File: src/rtl/if_id_queue.sv
// IF->ID decoupling queue: small circular buffer with
// first-word-fall-through head, flush and async reset.
module if_id_queue #(
  parameter int          DEPTH    = 4,
  parameter logic [31:0] RESET_PC = 32'h0000_3000,
  parameter int          CW       = $clog2(DEPTH + 1)
) (
  input  logic          clk,
  input  logic          reset,
  input  logic          push_valid,
  input  logic [31:0]   push_I,
  input  logic [31:0]   push_PC,
  input  logic          push_BD,
  output logic          push_ready,
  input  logic          pop_ready,
  output logic          pop_valid,
  output logic [31:0]   I,
  output logic [31:0]   PC,
  output logic          BD,
  input  logic          flush,
  output logic [CW-1:0] count
);

  localparam int AW = $clog2(DEPTH);

  typedef struct packed {
    logic [31:0] i;
    logic [31:0] pc;
    logic        bd;
  } entry_t;

  entry_t          mem [DEPTH];
  entry_t          head;
  logic [AW-1:0]   rd_ptr;
  logic [AW-1:0]   wr_ptr;
  logic [CW-1:0]   cnt;
  logic            do_push;
  logic            do_pop;

  assign push_ready = (cnt != CW'(DEPTH));
  assign pop_valid  = (cnt != '0);
  assign do_push    = push_valid && push_ready && !flush;
  assign do_pop     = pop_valid && pop_ready && !flush;
  assign count      = cnt;

  // Head is read straight from storage; empty shows a nop at RESET_PC
  always_comb begin
    head = mem[rd_ptr];
    I    = 32'h0;
    PC   = RESET_PC;
    BD   = 1'b0;
    if (pop_valid) begin
      I  = head.i;
      PC = head.pc;
      BD = head.bd;
    end
  end

  // Storage is only written by an accepted push; never cleared
  always_ff @(posedge clk) begin
    if (do_push) begin
      mem[wr_ptr] <= '{i: push_I, pc: push_PC, bd: push_BD};
    end
  end

  // Pointers wrap naturally since DEPTH is a power of two
  always_ff @(posedge clk or negedge reset) begin
    if (!reset) begin
      rd_ptr <= '0;
      wr_ptr <= '0;
    end else if (flush) begin
      rd_ptr <= '0;
      wr_ptr <= '0;
    end else begin
      if (do_push) wr_ptr <= wr_ptr + AW'(1);
      if (do_pop)  rd_ptr <= rd_ptr + AW'(1);
    end
  end

  // Occupancy: simultaneous push and pop leave it unchanged
  always_ff @(posedge clk or negedge reset) begin
    if (!reset) begin
      cnt <= '0;
    end else if (flush) begin
      cnt <= '0;
    end else begin
      unique case ({do_push, do_pop})
        2'b10:   cnt <= cnt + CW'(1);
        2'b01:   cnt <= cnt - CW'(1);
        default: cnt <= cnt;
      endcase
    end
  end

endmodule

File: config.mk
export PLATFORM = sky130hd
export DESIGN_NAME = if_id_queue
export DESIGN_NICKNAME = d
export VERILOG_FILES = /design/src/rtl/if_id_queue.sv
export SDC_FILE = /design/constraint.sdc
export NUM_CORES = 1
export LEC_CHECK = 0
export CAP_MARGIN = 20
export CORE_UTILIZATION = 49
export DETAILED_ROUTE_END_ITERATION = 10
export GPL_ROUTABILITY_DRIVEN = 0
export PLACE_DENSITY_LB_ADDON = 0.25
export SKIP_CTS_REPAIR_TIMING = 1
export SLEW_MARGIN = 20
export SYNTH_ARGS = -nofsm -noshare
export SYNTH_HDL_FRONTEND = slang
export SYNTH_SLANG_ARGS = --single-unit
File: constraint.sdc
create_clock -name clk -period 2.9 [get_ports clk]
set_clock_uncertainty 0.05 [all_clocks]
set_input_delay 0.725 -clock clk [delete_from_list [all_inputs] [get_ports clk]]
set_output_delay 0.725 -clock clk [all_outputs]
set_load 0.05 [all_outputs]
==> results.py, run 1 <==
metrics = {
    "worst_setup_path": {
        "slowest_stage": "mux4_2",
        "setup.worst_path.start_class": "flop",
        "critical_path_arrival_ns": 2.16,
        "endpoint_kind": "output pin",
        "cp_slowest_stage_delay_ns": 0.52,
        "crit_start": "rd_ptr[0]",
        "path_max_fanout": 9,
        "timing.rr.start": "count[0]",
        "criticalPathCategory": "reg2out",
        "crit_chain": "buf_4, buf_16, mux4_2, and2_1, buf_6",
        "crit_required_ns": 2.12,
    },
    "sta": {
        "fin_crit_sh_pct": 101,
        "fin_ws_ns": -0.0387,
        "period_minus_slack_ns": 2.94,
        "rsz0062_at_grt": "yes",
        "setup-violations-final": 23,
        "slew_violations": 0,
        "fmax_ghz": 0.340,
        "hold_viol": 0,
        "worstMarginPinSlew_ns": 0.511,
        "relSlewSlack_pct": 65.9,
    },
    "synthesis": {
        "synth_area_um2": 10400,
        "synth_warnings": 0,
        "netlist_instances": 477,
        "synth_fp_nets": 552,
        "synth_cell_type_count": 34,
        "synth_area_per_cell_um2": 21.7,
        "ys_seq_elements": 267,
        "synth-seq-area-share_pct": 77.1,
    },
    "die": {
        "die_area_um2": 21700,
        "start_util_pct": 50.5,
        "die_h_um": 147,
        "ios": 140,
        "die_w_um": 147,
        "rows": 52,
        "coreArea_um2": 20500,
    },
    "final_layout": {
        "utilization_pct": 66.4,
        "finalNonFillerCells": 940,
        "nNetsFinal": 725,
        "drive_gt1_share_pct": 40.4,
        "insertedDiodeCount": 0,
        "areaGrowthSynthToFinish_pct": 31.4,
    },
    "place": {
        "dp_cells": 883,
        "hpwl_um": 11700,
        "portBuffers": 139,
    },
    "flow_run": {
        "max-cap-violations": 0,
    },
    "clock_tree": {
        "cts.sinks": 267,
        "tritoncts": "done",
        "h-tree-depth": 1,
        "worstSkewPairLatency_ns": 0.52,
        "clockBufferDepth": 3,
        "numCtsBuffers": 26,
        "cts.clk_slew.worst_paths_ns": 0.06,
        "cts_root_buf": "clkbuf_16",
    },
    "global_route": {
        "grt_max_degree": 40,
        "grt_pass1_wl_um": 30100,
        "grtUsageTotal_pct": 18.4,
        "antenna_found_initial": 0,
        "grt-ovfl-total": 0,
        "first_global_vias": 5432,
    },
    "detailed_routing": {
        "avgRoutedWirePerCell_um": 21.4,
        "top_layer": "met4",
        "met2_length_um": 10300,
        "m1WireLength_um": 8340,
        "first_pass_iters": 5,
        "first_iter_violations": 279,
        "wl_met3_um": 1170,
        "ant_nets": 0,
        "wl_um": 20100,
        "drc": 0,
        "dr_total_vias": 5103,
        "vias_per_cell": 5.43,
    },
    "power_and_ir_drop": {
        "leakage_uw": 0.00458,
        "power.density_nw_per_um2": 872,
        "peakVddDrop_uv": 678,
    },
    "outcome": {
        "status": "finished with violations",
        "violations": "negative setup slack",
    },
    "hold_path": {
        "hold_path_class": "in2async",
    },
}
## report_power, final
part           internal (uW)  switching, uW
combinational           1770           2270
sequential              4420           64.0
clock                   2010           1330
## sequential cells by signal (all words and copies together) (netlist names)
register	cells
wr_ptr	2
count	3
rd_ptr	2
mem	260
## Yosys cell counts
library cell / n / area share [%]
a31oi_1: 1 / 0.060
nand3_1: 3 / 0.14
o311ai_0: 1 / 0.085
nor3_1: 2 / 0.097
a21boi_0: 1 / 0.073
a2111oi_0: 2 / 0.17
inv_2: 1 / 0.036
or2_1: 2 / 0.12
mux2i_1: 1 / 0.097
and2_1: 63 / 3.8
xnor2_1: 1 / 0.085
nand2_1: 6 / 0.22
buf_6: 4 / 0.44
nor3_2: 1 / 0.097
dfrtp_1: 7 / 1.7
a21o_1: 1 / 0.073
xor2_1: 3 / 0.25
a311o_1: 1 / 0.097
clkbuf_1: 12 / 0.44
fa_1: 1 / 0.19
nor3b_1: 1 / 0.073
nor2b_1: 3 / 0.18
or3b_1: 1 / 0.085
buf_2: 9 / 0.44
edfxtp_1: 260 / 75
and3_1: 4 / 0.24
mux4_2: 65 / 14
ha_1: 4 / 0.48
nand2b_1: 1 / 0.060
or4_1: 1 / 0.073
nor2_1: 6 / 0.22
a21oi_1: 3 / 0.14
clkbuf_2: 1 / 0.048
inv_1: 4 / 0.14
## final timing paths
check                             to  slack [ns]  cells past startpoint
setup / recovery                I[5]       -0.04                      5
hold / removal              count[2]        0.43                      1
setup reg to reg            count[2]        0.36                      9
hold reg to reg            wr_ptr[1]        0.55                      2
max in group asynchronous  rd_ptr[1]        2.07                      1
min in group clk           wr_ptr[1]        0.55                      2
## worst max-delay path, delay by kind of cell (launching register included)
| family | cells | cell delay, ns |
|---|---|---|
| simple gates | 1 | 0.20 |
| flops | 1 | 0.47 |
| buf+inv | 3 | 0.45 |
| mux | 1 | 0.52 |
## routing by layer
metal / GRT usage [%] / vias to the layer above
met5: 0 / -
met4: 4.79 / 0
met3: 4.44 / 27
met2: 31.6 / 142
met1: 23.5 / 2652
li1: - / 2282
## cell type report
class                      instances  area, um^2
clock buffer                      37         763
clock inverter                    11         113
fill                            1339        6890
inverter                           5        18.8
multi-input combinational        179        2370
sequential                       267        7990
tap                              270         338
timing repair buffer             171        2000
## cell usage in the layout (no fill, tap or decap), types with 10 or more instances in the layout
master,count
clkdlybuf4s50_1,72
buf_6,68
clkbuf_16,30
buf_12,15
mux4_2,65
edfxtp_1,260
buf_4,10
and2_4,57
## stage by stage
stage	instance area (um^2)	total power [uW]	hold WS (ns)	worst slack, ns	TNS (ns)
after global placement	12200	7880	0.522	0.0668	0
after global routing	13600	12300	0.428	-0.125	-3.91
after floorplan	10400	6850	0.379	-0.165	-42.83
after detailed placement	12200	7920	0.540	0.00858	0
final	13600	11900	0.435	-0.0387	-0.285
after CTS	13000	11300	0.420	-0.175	-5.78
## cells by family (layout without fill, tap and decap cells)
family	Yosys count	count (layout)	synth area share (%)
fa+ha+maj	5	5	0.677
flops	267	267	77.1
buf+inv	31	224	1.53
compound gates	10	10	0.701
simple gates	94	94	5.41
mux	66	66	14.2
xor+xnor	4	4	0.338
Note: power is estimated with default switching activity, not from simulation.
==> inputs of run 2 (changes only) <==
--- a/config.mk
+++ b/config.mk
@@ -15,3 +15,4 @@
 export SYNTH_ARGS = -nofsm -noshare
 export SYNTH_HDL_FRONTEND = slang
 export SYNTH_SLANG_ARGS = --single-unit
+export TNS_END_PERCENT = 50
==> run 2 against run 1 <==
Effect of this change:
- the run still ends with negative setup slack left
- sequential share of layout area shrank 0.68 points
- combinational power rose by 4%
- clock power up 5%
- design area increased by 1.2%
- critical endpoint is now PC[27]
- sequential cell count stayed put
- fmax is 0.79% lower
==> results.py, run 2 (synthesized netlist as in run 1, its figures left out) <==
metrics = {
    "final_layout": {
        "insertedDiodeCount": 0,
        "final_common_cell": "edfxtp_1",
        "finalNonFillerCells": 938,
        "drive_gt1_share_pct": 39.8,
        "largest_register_ffs": 260,
        "fillers": 1332,
        "largest_register": "mem",
        "nNetsFinal": 725,
        "final_cell_mix": "edfxtp_1, clkdlybuf4s50_1, mux4_2",
        "design_area_um2": 13800,
        "areaGrowthSynthToFinish_pct": 33.0,
    },
    "worst_setup_path": {
        "crit_required_ns": 2.12,
        "worst-path-buf-inv": 3,
        "cp_slowest_stage_delay_ns": 0.51,
        "crit_start": "rd_ptr[0]",
        "r2r_cells": 8,
        "ff2ff_setup_slack_ns": 0.36,
        "crit_top_cell": "buf_12",
        "endpoint_kind": "output pin",
        "timing.rr.start": "count[1]",
        "criticalPathCategory": "reg2out",
        "setup.worst_path.start_class": "flop",
        "crit_family": "flip-flops",
        "crit_path_end": "PC[27]",
        "critical_path_arrival_ns": 2.19,
        "crit_chain": "buf_12, buf_8, mux4_2, and2_1, buf_12",
        "cp.depth": 5,
        "path_max_fanout": 7,
        "regToRegEndpoint": "count[1]",
        "slowest_stage": "dfrtp_4",
    },
    "global_route": {
        "grt_pass1_wl_um": 30700,
        "antenna_found_initial": 0,
        "first_global_vias": 5417,
        "grt-ovfl-total": 0,
        "grt_max_degree": 44,
        "grtUsageTotal_pct": 18.8,
    },
    "die": {
        "rows": 52,
        "start_util_pct": 50.5,
        "die_area_um2": 21700,
        "die_h_um": 147,
        "ios": 140,
        "coreArea_um2": 20500,
        "die_w_um": 147,
    },
    "detailed_routing": {
        "wl_met3_um": 1490,
        "m1WireLength_um": 8700,
        "drc": 0,
        "wl_um": 20500,
        "first_iter_violations": 367,
        "top_layer": "met4",
        "first_pass_iters": 4,
        "dr_total_vias": 5159,
        "ant_nets": 0,
        "met2_length_um": 9910,
        "avgRoutedWirePerCell_um": 21.8,
        "vias_per_cell": 5.50,
    },
    "sta": {
        "worstMarginPinSlew_ns": 0.612,
        "period_minus_slack_ns": 2.96,
        "whs_ns": 0.422,
        "hold_viol": 0,
        "setup-violations-final": 36,
        "slew_violations": 0,
        "fmax_ghz": 0.338,
        "setup-tns-final_ns": -1.07,
        "rsz0062_at_grt": "yes",
        "fin_crit_sh_pct": 102,
        "fin_ws_ns": -0.0621,
        "relSlewSlack_pct": 58.1,
    },
    "power_and_ir_drop": {
        "peakVddDrop_uv": 656,
        "power.density_nw_per_um2": 889,
        "leakage_uw": 0.00463,
    },
    "outcome": {
        "status": "finished with violations",
        "violations": "negative setup slack",
    },
    "place": {
        "post_dp_cell_area_um2": 12400,
        "dp_cells": 884,
        "portBuffers": 139,
        "hpwl_um": 12400,
        "place_ws_ns": -0.0379,
    },
    "clock_tree": {
        "numCtsBuffers": 26,
        "worstSkewPairLatency_ns": 0.52,
        "tritoncts": "done",
        "cts.sinks": 267,
        "clockBufferDepth": 3,
        "cts_root_buf": "clkbuf_16",
        "h-tree-depth": 1,
        "cts.clk_slew.worst_paths_ns": 0.06,
    },
    "hold_path": {
        "hold_path_class": "in2async",
    },
    "flow_run": {
        "max-cap-violations": 0,
    },
}
==> run 2: cell types whose count changed in the layout (fill, tap and decap cells not counted), sizes merged <==
cell,delta
bufinv,+3
clkinv,+2
inv,+1
buf,+1
clkbuf,-9
==> run 2: per-layer routing <==
layer,GRT usage (%),up-vias
li1,-,2274
met1,25.7,2687
met2,30.4,170
met3,4.41,28
met4,5.57,0
met5,0,-
==> run 2: power by group <==
| part | total [uW] | switching (uW) | internal [uW] |
|---|---|---|---|
| clock | 3500 | 1370 | 2140 |
| combinational | 4220 | 2280 | 1950 |
| sequential | 4510 | 89.1 | 4420 |
| total | 12200 | 3730 | 8500 |
==> run 2: metrics by stage <==
stage	power [uW]	util, %
3_5_place_dp	8300	60.7
2_1_floorplan	6850	-
3_3_place_gp	8260	60.7
6_report	12200	67.2
4_1_cts	11800	65.1
5_1_grt	12600	67.2
==> run 2: worst min path at each step <==
| stage | startpoint | endpoint | slack (ns) | depth (start not counted) |
|---|---|---|---|---|
| after floorplan | reset | count[0] | 0.38 | 0 |
| after detailed placement | wr_ptr[1] | wr_ptr[1] | 0.52 | 2 |
| after CTS | reset | wr_ptr[0] | 0.41 | 1 |
| after global placement | wr_ptr[1] | wr_ptr[1] | 0.51 | 2 |
| after global routing | reset | wr_ptr[1] | 0.44 | 1 |
| final | reset | count[2] | 0.42 | 1 |
==> run 2: layout make-up <==
cell class / count / area [um^2] / share of cell area (%)
clock inverters: 17 / 219 / 1.59
flip-flops and latches: 267 / 7990 / 58.1
multi-input cells: 179 / 2370 / 17.2
inverters: 5 / 18.8 / 0.136
repair buffers: 171 / 2150 / 15.6
clock buffers: 29 / 683 / 4.96
well taps: 270 / 338 / 2.45
